### config.mk
export PLATFORM = sky130hd
export DESIGN_NAME = dm_sba_ctrl
export DESIGN_NICKNAME = d
export VERILOG_FILES = /design/src/rtl/dm_sba_pkg.sv /design/src/rtl/dm_sba_lane.sv /design/src/rtl/dm_sba_ctrl.sv
export SDC_FILE = /design/constraint.sdc
export NUM_CORES = 1
export LEC_CHECK = 0
export BUFFER_PORTS_ARGS = -buffer_cell sky130_fd_sc_hd__buf_4
export CORE_AREA = 2 2 128 130
export CTS_CLUSTER_DIAMETER = 50
export CTS_CLUSTER_SIZE = 24
export DETAILED_ROUTE_END_ITERATION = 7
export DIE_AREA = 0 0 130 132
export HOLD_SLACK_MARGIN = 0.06
export PLACE_DENSITY = 0.79
export SYNTH_ARGS = -nofsm -noshare
export SYNTH_HDL_FRONTEND = slang
export SYNTH_SLANG_ARGS = --single-unit
export TNS_END_PERCENT = 10
### constraint.sdc
create_clock -name clk_i -period 4.2 [get_ports clk_i]
set_input_delay 0.63 -clock clk_i [delete_from_list [all_inputs] [get_ports clk_i]]
set_output_delay 0.63 -clock clk_i [all_outputs]
set_load 0.01 [all_outputs]
### src/rtl/dm_sba_pkg.sv
// Shared types and helpers for the debug-module system bus access controller.
//   sba_state_e    : controller FSM states
//   sba_err_e      : sberror codes reported to the DM CSR block
//   size_to_bmask  : log2 access size -> unshifted byte mask (up to 8 bytes)
package dm_sba_pkg;

    typedef enum logic [2:0] {
        SbaIdle      = 3'd0,
        SbaRead      = 3'd1,
        SbaWrite     = 3'd2,
        SbaWaitRead  = 3'd3,
        SbaWaitWrite = 3'd4
    } sba_state_e;

    typedef enum logic [2:0] {
        SbErrNone    = 3'd0,
        SbErrTimeout = 3'd1,
        SbErrBadAddr = 3'd2,
        SbErrAlign   = 3'd3,
        SbErrSize    = 3'd4
    } sba_err_e;

    // Byte mask covering 2^size bytes, right-aligned.
    function automatic logic [7:0] size_to_bmask(input logic [2:0] size);
        logic [7:0] m;
        case (size)
            3'd0:    m = 8'h01;
            3'd1:    m = 8'h03;
            3'd2:    m = 8'h0F;
            default: m = 8'hFF;
        endcase
        return m;
    endfunction

endpackage

### src/rtl/dm_sba_lane.sv
// Byte-lane steering for single-beat bus accesses (purely combinational).
//   off_i   : byte offset of the access inside the bus word
//   size_i  : log2 access size in bytes (assumed legal for BusWidth)
//   wdata_i : right-aligned write data
//   rdata_i : raw bus read data
//   be_o    : byte enables, mask shifted to the offset
//   wdata_o : low 2^size bytes of wdata_i replicated over all lanes
//   rdata_o : read data shifted down to bit 0 and masked to the access size
module dm_sba_lane import dm_sba_pkg::*; #(
    parameter int unsigned BusWidth = 32
) (
    input  logic [$clog2(BusWidth/8)-1:0] off_i,
    input  logic [2:0]                    size_i,
    input  logic [BusWidth-1:0]           wdata_i,
    input  logic [BusWidth-1:0]           rdata_i,
    output logic [BusWidth/8-1:0]         be_o,
    output logic [BusWidth-1:0]           wdata_o,
    output logic [BusWidth-1:0]           rdata_o
);

    localparam int unsigned NumBytes = BusWidth / 8;
    localparam int unsigned OffW     = $clog2(NumBytes);

    logic [NumBytes-1:0] bmask;
    logic [OffW-1:0]     lane_mask;
    logic [BusWidth-1:0] rshift;

    assign bmask     = NumBytes'(size_to_bmask(size_i));
    assign lane_mask = OffW'((32'd1 << size_i) - 32'd1);
    assign be_o      = bmask << off_i;
    assign rshift    = rdata_i >> {off_i, 3'b000};

    // Replicate write bytes and mask read bytes lane by lane.
    always_comb begin
        logic [OffW-1:0] idx;
        idx     = '0;
        wdata_o = '0;
        rdata_o = '0;
        for (int unsigned b = 0; b < NumBytes; b++) begin
            idx = OffW'(b) & lane_mask;
            wdata_o[b*8 +: 8] = wdata_i[{idx, 3'b000} +: 8];
            rdata_o[b*8 +: 8] = bmask[b] ? rshift[b*8 +: 8] : 8'h00;
        end
    end

endmodule

### src/rtl/dm_sba_ctrl.sv
// System Bus Access controller: turns sbaddress/sbdata CSR accesses into
// single-beat transactions on a 32/64-bit bus master port, with size,
// alignment, bus-error and timeout checks plus a sticky busy error.
//   clk_i, rst_ni            : clock, async active-low reset
//   dmactive_i               : low = synchronous soft reset
//   master_*                 : bus host adapter port
//   sbaddress_*, sbdata_*,
//   sbaccess_i, sbread*_i,
//   sbautoincrement_i        : DM CSR interface (triggers and config)
//   sbbusy_o, sbbusyerror_o,
//   sberror_*                : status back to the CSR block
module dm_sba_ctrl import dm_sba_pkg::*; #(
    parameter int unsigned BusWidth      = 32,
    parameter int unsigned TimeoutCycles = 1024
) (
    input  logic                  clk_i,
    input  logic                  rst_ni,
    input  logic                  dmactive_i,
    output logic                  master_req_o,
    output logic [BusWidth-1:0]   master_add_o,
    output logic                  master_we_o,
    output logic [BusWidth-1:0]   master_wdata_o,
    output logic [BusWidth/8-1:0] master_be_o,
    input  logic                  master_gnt_i,
    input  logic                  master_r_valid_i,
    input  logic                  master_r_err_i,
    input  logic [BusWidth-1:0]   master_r_rdata_i,
    input  logic [BusWidth-1:0]   sbaddress_i,
    input  logic                  sbaddress_write_valid_i,
    input  logic                  sbreadonaddr_i,
    output logic [BusWidth-1:0]   sbaddress_o,
    output logic                  sbaddress_valid_o,
    input  logic                  sbautoincrement_i,
    input  logic [2:0]            sbaccess_i,
    input  logic                  sbreadondata_i,
    input  logic [BusWidth-1:0]   sbdata_i,
    input  logic                  sbdata_read_valid_i,
    input  logic                  sbdata_write_valid_i,
    output logic [BusWidth-1:0]   sbdata_o,
    output logic                  sbdata_valid_o,
    output logic                  sbbusy_o,
    output logic                  sbbusyerror_o,
    input  logic                  sbbusyerror_clear_i,
    output logic                  sberror_valid_o,
    output logic [2:0]            sberror_o
);

    localparam int unsigned NumBytes = BusWidth / 8;
    localparam int unsigned OffW     = $clog2(NumBytes);
    localparam int unsigned MaxSize  = OffW;
    localparam int unsigned CntW     = (TimeoutCycles < 2) ? 1 : $clog2(TimeoutCycles + 1);

    if (!(BusWidth == 32 || BusWidth == 64)) begin : g_bad_width
        $error("dm_sba_ctrl: BusWidth must be 32 or 64");
    end

    sba_state_e          state_q, state_d;
    logic [BusWidth-1:0] addr_q, addr_d;
    logic [2:0]          size_q, size_d;
    logic [BusWidth-1:0] data_q, data_d;
    logic [CntW-1:0]     cnt_q, cnt_d;
    logic                req_q, req_d;
    logic                we_q, we_d;
    logic                busy_q, busy_d;
    logic                busyerr_q, busyerr_d;
    logic [BusWidth-1:0] sbdata_q, sbdata_d;
    logic                sbdata_valid_q, sbdata_valid_d;
    logic [BusWidth-1:0] sbaddress_q, sbaddress_d;
    logic                sbaddress_valid_q, sbaddress_valid_d;
    logic [2:0]          sberror_q, sberror_d;
    logic                sberror_valid_q, sberror_valid_d;

    logic                trig_w, trig_r, trig_any;
    logic [BusWidth-1:0] align_mask;
    logic [NumBytes-1:0] lane_be;
    logic [BusWidth-1:0] lane_wdata, lane_rdata;

    assign trig_w     = sbdata_write_valid_i;
    assign trig_r     = (sbaddress_write_valid_i && sbreadonaddr_i)
                     || (sbdata_read_valid_i && sbreadondata_i);
    assign trig_any   = trig_w || trig_r;
    assign align_mask = (BusWidth'(1) << sbaccess_i) - BusWidth'(1);

    // Lane steering always works on the command latched at launch.
    dm_sba_lane #(.BusWidth(BusWidth)) u_lane (
        .off_i   (addr_q[OffW-1:0]),
        .size_i  (size_q),
        .wdata_i (data_q),
        .rdata_i (master_r_rdata_i),
        .be_o    (lane_be),
        .wdata_o (lane_wdata),
        .rdata_o (lane_rdata)
    );

    // Next-state and output logic.
    always_comb begin
        state_d           = state_q;
        addr_d            = addr_q;
        size_d            = size_q;
        data_d            = data_q;
        cnt_d             = cnt_q;
        busyerr_d         = busyerr_q;
        sbdata_d          = sbdata_q;
        sbdata_valid_d    = 1'b0;
        sbaddress_d       = sbaddress_q;
        sbaddress_valid_d = 1'b0;
        sberror_d         = SbErrNone;
        sberror_valid_d   = 1'b0;

        if (sbbusyerror_clear_i) busyerr_d = 1'b0;

        case (state_q)
            SbaIdle: begin
                if (trig_any) begin
                    if (sbaccess_i > 3'(MaxSize)) begin
                        sberror_d       = SbErrSize;
                        sberror_valid_d = 1'b1;
                    end else if ((sbaddress_i & align_mask) != '0) begin
                        sberror_d       = SbErrAlign;
                        sberror_valid_d = 1'b1;
                    end else begin
                        addr_d  = sbaddress_i;
                        size_d  = sbaccess_i;
                        data_d  = sbdata_i;
                        cnt_d   = '0;
                        state_d = trig_w ? SbaWrite : SbaRead;
                    end
                end
            end
            SbaRead:  if (master_gnt_i) state_d = SbaWaitRead;
            SbaWrite: if (master_gnt_i) state_d = SbaWaitWrite;
            SbaWaitRead, SbaWaitWrite: begin
                if (master_r_valid_i) begin
                    if (state_q == SbaWaitRead) begin
                        sbdata_d       = lane_rdata;
                        sbdata_valid_d = 1'b1;
                    end else begin
                        sbdata_d = '0;
                    end
                    if (master_r_err_i) begin
                        sberror_d       = SbErrBadAddr;
                        sberror_valid_d = 1'b1;
                    end else if (sbautoincrement_i) begin
                        sbaddress_d       = addr_q + (BusWidth'(1) << size_q);
                        sbaddress_valid_d = 1'b1;
                    end
                    state_d = SbaIdle;
                end
            end
            default: state_d = SbaIdle;
        endcase

        // Busy error has priority over a same-cycle clear; timeout only
        // fires if the transaction would otherwise still be outstanding.
        if (state_q != SbaIdle) begin
            if (trig_any) busyerr_d = 1'b1;
            if (TimeoutCycles != 0) begin
                cnt_d = cnt_q + CntW'(1);
                if (state_d != SbaIdle && cnt_d >= CntW'(TimeoutCycles)) begin
                    sberror_d       = SbErrTimeout;
                    sberror_valid_d = 1'b1;
                    state_d         = SbaIdle;
                end
            end
        end

        if (!dmactive_i) begin
            state_d           = SbaIdle;
            cnt_d             = '0;
            busyerr_d         = 1'b0;
            sbdata_d          = sbdata_q;
            sbdata_valid_d    = 1'b0;
            sbaddress_d       = sbaddress_q;
            sbaddress_valid_d = 1'b0;
            sberror_d         = SbErrNone;
            sberror_valid_d   = 1'b0;
        end

        req_d  = (state_d == SbaRead) || (state_d == SbaWrite);
        we_d   = (state_d == SbaWrite);
        busy_d = (state_d != SbaIdle);
    end

    // State and output registers.
    always_ff @(posedge clk_i or negedge rst_ni) begin
        if (!rst_ni) begin
            state_q           <= SbaIdle;
            addr_q            <= '0;
            size_q            <= '0;
            data_q            <= '0;
            cnt_q             <= '0;
            req_q             <= 1'b0;
            we_q              <= 1'b0;
            busy_q            <= 1'b0;
            busyerr_q         <= 1'b0;
            sbdata_q          <= '0;
            sbdata_valid_q    <= 1'b0;
            sbaddress_q       <= '0;
            sbaddress_valid_q <= 1'b0;
            sberror_q         <= '0;
            sberror_valid_q   <= 1'b0;
        end else begin
            state_q           <= state_d;
            addr_q            <= addr_d;
            size_q            <= size_d;
            data_q            <= data_d;
            cnt_q             <= cnt_d;
            req_q             <= req_d;
            we_q              <= we_d;
            busy_q            <= busy_d;
            busyerr_q         <= busyerr_d;
            sbdata_q          <= sbdata_d;
            sbdata_valid_q    <= sbdata_valid_d;
            sbaddress_q       <= sbaddress_d;
            sbaddress_valid_q <= sbaddress_valid_d;
            sberror_q         <= sberror_d;
            sberror_valid_q   <= sberror_valid_d;
        end
    end

    assign master_req_o      = req_q;
    assign master_add_o      = addr_q;
    assign master_we_o       = we_q;
    assign master_wdata_o    = lane_wdata;
    // Enables are only meaningful while requesting; keep them 0 otherwise.
    assign master_be_o       = req_q ? lane_be : '0;
    assign sbaddress_o       = sbaddress_q;
    assign sbaddress_valid_o = sbaddress_valid_q;
    assign sbdata_o          = sbdata_q;
    assign sbdata_valid_o    = sbdata_valid_q;
    assign sbbusy_o          = busy_q;
    assign sbbusyerror_o     = busyerr_q;
    assign sberror_valid_o   = sberror_valid_q;
    assign sberror_o         = sberror_q;

endmodule

==> flow_summary.json <==
{
  "worstPathArrival_ns": 2.95,
  "worstSetupEndpointType": "primary output",
  "leakage_nw": 5.149,
  "clkLatencyLatePin_ns": 0.43,
  "gp_congestion": 0.8568,
  "syn2layout_area_growth_pct": 32.88,
  "finalSetupTns_ns": 0,
  "grtUsageTotal": 0.2594,
  "slew_viol_final": 0,
  "root_buffer": "clkbuf_16",
  "grt_pass1_vias": 6664,
  "use_met3": 0.06575,
  "path_clk_slew_ns": 0.07,
  "final.min_clock_period_ns": 3.577,
  "fmax_mhz": 279.6,
  "synth_edf_count": 0,
  "synth.area.top_cells": "dfrtp_1 (49%), mux2_2 (11%), nand2_1 (4.8%), o21ai_0 (4.5%), mux2i_1 (4.3%)",
  "layout_commonest_cell": "buf_4",
  "crit_path_start_kind": "flop",
  "syn_nets": 877,
  "finalHoldViolCount": 0,
  "vdd.ir_drop.worst_v": 0.0004099,
  "post_cts_buffers": 0,
  "core-area_um2": 15710,
  "run_status": "complete, no violations",
  "layout-drive-gt1-share": 0.3889,
  "seq_area_frac_synth": 0.4911,
  "grt.busiest_layer": "met2",
  "met2_usage": 0.4299,
  "syn_area_um2": 7899,
  "final_cell_mix": "buf_4 (261), dfrtp_1 (155), nand2_1 (100), mux2_2 (79), o21ai_0 (71)",
  "ys_ff_latch": 155,
  "die-area_um2": 17160,
  "setup_ws_ns": 0.6229,
  "hp-class": "in2async",
  "final-setup-viol-count": 0,
  "syn_inst": 751,
  "stdcell_count": 1211,
  "synth_top_area_frac": 0.4911,
  "ys_warn_count": 0,
  "synth_area_leader_cell": "dfrtp_1",
  "htreeDepth": 4,
  "rsz0062_at_grt": "no",
  "cts.hold.buffers_added": 0,
  "powerDensity_nw_per_um2": 533.5,
  "die_h_um": 132,
  "finClkSkew_ns": 0.01288,
  "grt_pass1_wl_um": 34850,
  "tightest_slew_ns": 0.9993,
  "ant_nets": 0,
  "vias_per_cell": 5.519,
  "syn-mean-instance-area_um2": 10.52,
  "cts_resized": 0,
  "utilization": 0.6680,
  "nets": 1108,
  "numCtsBuffers": 17,
  "rows": 46,
  "hold_ws_ns": 0.2895,
  "cts_max_path_buffers": 2,
  "first_pass_iters": 5,
  "io_pins": 254,
  "pre_cts_slack_ns": 0.5871,
  "crit_fanout": 24,
  "dpl.hpwl_um": 15980,
  "initial_utilization": 0.5027,
  "antenna_found_initial": 0,
  "worstSetupPathType": "reg2out",
  "cts_tree": "built",
  "vias": 6684,
  "grt_max_degree": 100,
  "clock-sinks": 155,
  "numPortBuffers": 253,
  "required_ns": 3.57,
  "async_reset_ff_frac": 1.000,
  "synthFlopType": "dfrtp_1",
  "wire_per_inst_um": 18.13,
  "relSlewSlack": 0.3338,
  "dp.cells": 1179,
  "drt_wl_total_um": 21950,
  "drv_cap": 0,
  "overflow": 0,
  "synth.distinct_cells": 65,
  "met1_usage": 0.3264,
  "period_share": 0.8517,
  "drc_errors": 0,
  "die-width_um": 130,
  "drt_iter0_drc": 508,
  "insertedDiodeCount": 0
}
## per-stage QoR
| stage | area [um^2] | total power (W) |
|---|---|---|
| after floorplan | 7899 | 0.003185 |
| after global placement | 9921 | 0.004073 |
| after detailed placement | 9921 | 0.004113 |
| after CTS | 10500 | 0.005625 |
| after global routing | 10500 | 0.005887 |
| final | 10500 | 0.005600 |
## routing by layer
metal | up-vias | wire [um]
met2 | 274 | 10700
met5 | - | 0
met3 | 40 | 1549
met4 | 0 | 636
met1 | 3211 | 9072
li1 | 3159 | -
## sequential cells by signal (all words and copies together) (netlist names)
register           flops
data_q                32
sberror_valid_o        1
sbdata_o              32
master_req_o           1
sbbusyerror_o          1
size_q                 3
sbdata_valid_o         1
sberror_o              3
state_q                3
sbbusy_o               1
sbaddress_valid_o      1
sbaddress_o           32
master_add_o          32
cnt_q                 11
master_we_o            1
## kinds of logic (layout without fill, tap and decap cells)
kind of cell / after synthesis / after routing / share of synthesized area
compound gates: 160 / 160 / 0.1288
xor+xnor: 24 / 24 / 0.02661
fa+ha+maj: 14 / 14 / 0.02313
buf+inv: 69 / 313 / 0.04071
flops: 155 / 155 / 0.4911
mux: 113 / 113 / 0.1557
simple gates: 216 / 216 / 0.1340
## cell usage after synthesis, drive strengths merged, types with 2 or more instances
cell,count
a2111oi,3
a211oi,3
a21o,4
a21oi,19
a221o,2
a22o,17
a311oi,2
a31oi,13
a32o,8
and2,3
and3,11
and3b,3
buf,15
clkbuf,35
dfrtp,155
ha,13
inv,18
mux2,79
mux2i,34
nand2,102
nand2b,3
nand3,18
nand3b,2
nand4,12
nor2,32
nor2b,3
nor3,7
nor3b,3
nor4,4
o2111ai,2
o211ai,2
o21ai,72
o31ai,4
or3,7
or4,3
xnor2,14
xor2,10
## critical path, stage by stage, from the launching register on
cell and delay, ns:
dfrtp_1 0.50, nor3_2 0.22, buf_4 0.32, inv_1 0.08
ha_1 0.81, mux2_2 0.42, buf_4 0.14
## worst paths after layout
| path | startpoint | to | slack, ns | depth (start not counted) |
|---|---|---|---|---|
| max reg2reg | size_q[1] | sbaddress_o[26] | 0.92 | 10 |
| min in group clk_i | sbdata_i[22] | data_q[22] | 0.43 | 2 |
| min | rst_ni | data_q[11] | 0.29 | 1 |
| max | size_q[1] | master_wdata_o[16] | 0.62 | 6 |
| min reg2reg | sbaddress_o[31] | sbaddress_o[31] | 0.47 | 2 |
| max in group asynchronous | rst_ni | master_req_o | 2.89 | 2 |
## where the power goes
group          internal, W  switching, W  total (W)  leakage [nW]
combinational      0.00103      0.000987    0.00201          2.81
sequential         0.00174      0.000347    0.00209          2.05
clock             0.000867      0.000633    0.00150         0.283
total              0.00363       0.00197    0.00560          5.15
## cell type report
class	instances	area [um^2]
inverter	18	75.07
tap	216	270.3
sequential	155	3879
clock buffer	20	466.7
timing repair buffer	263	1991
fill	1256	5216
clock inverter	12	108.9
multi-input combinational	527	3706
(Power assumes the default switching activity.)
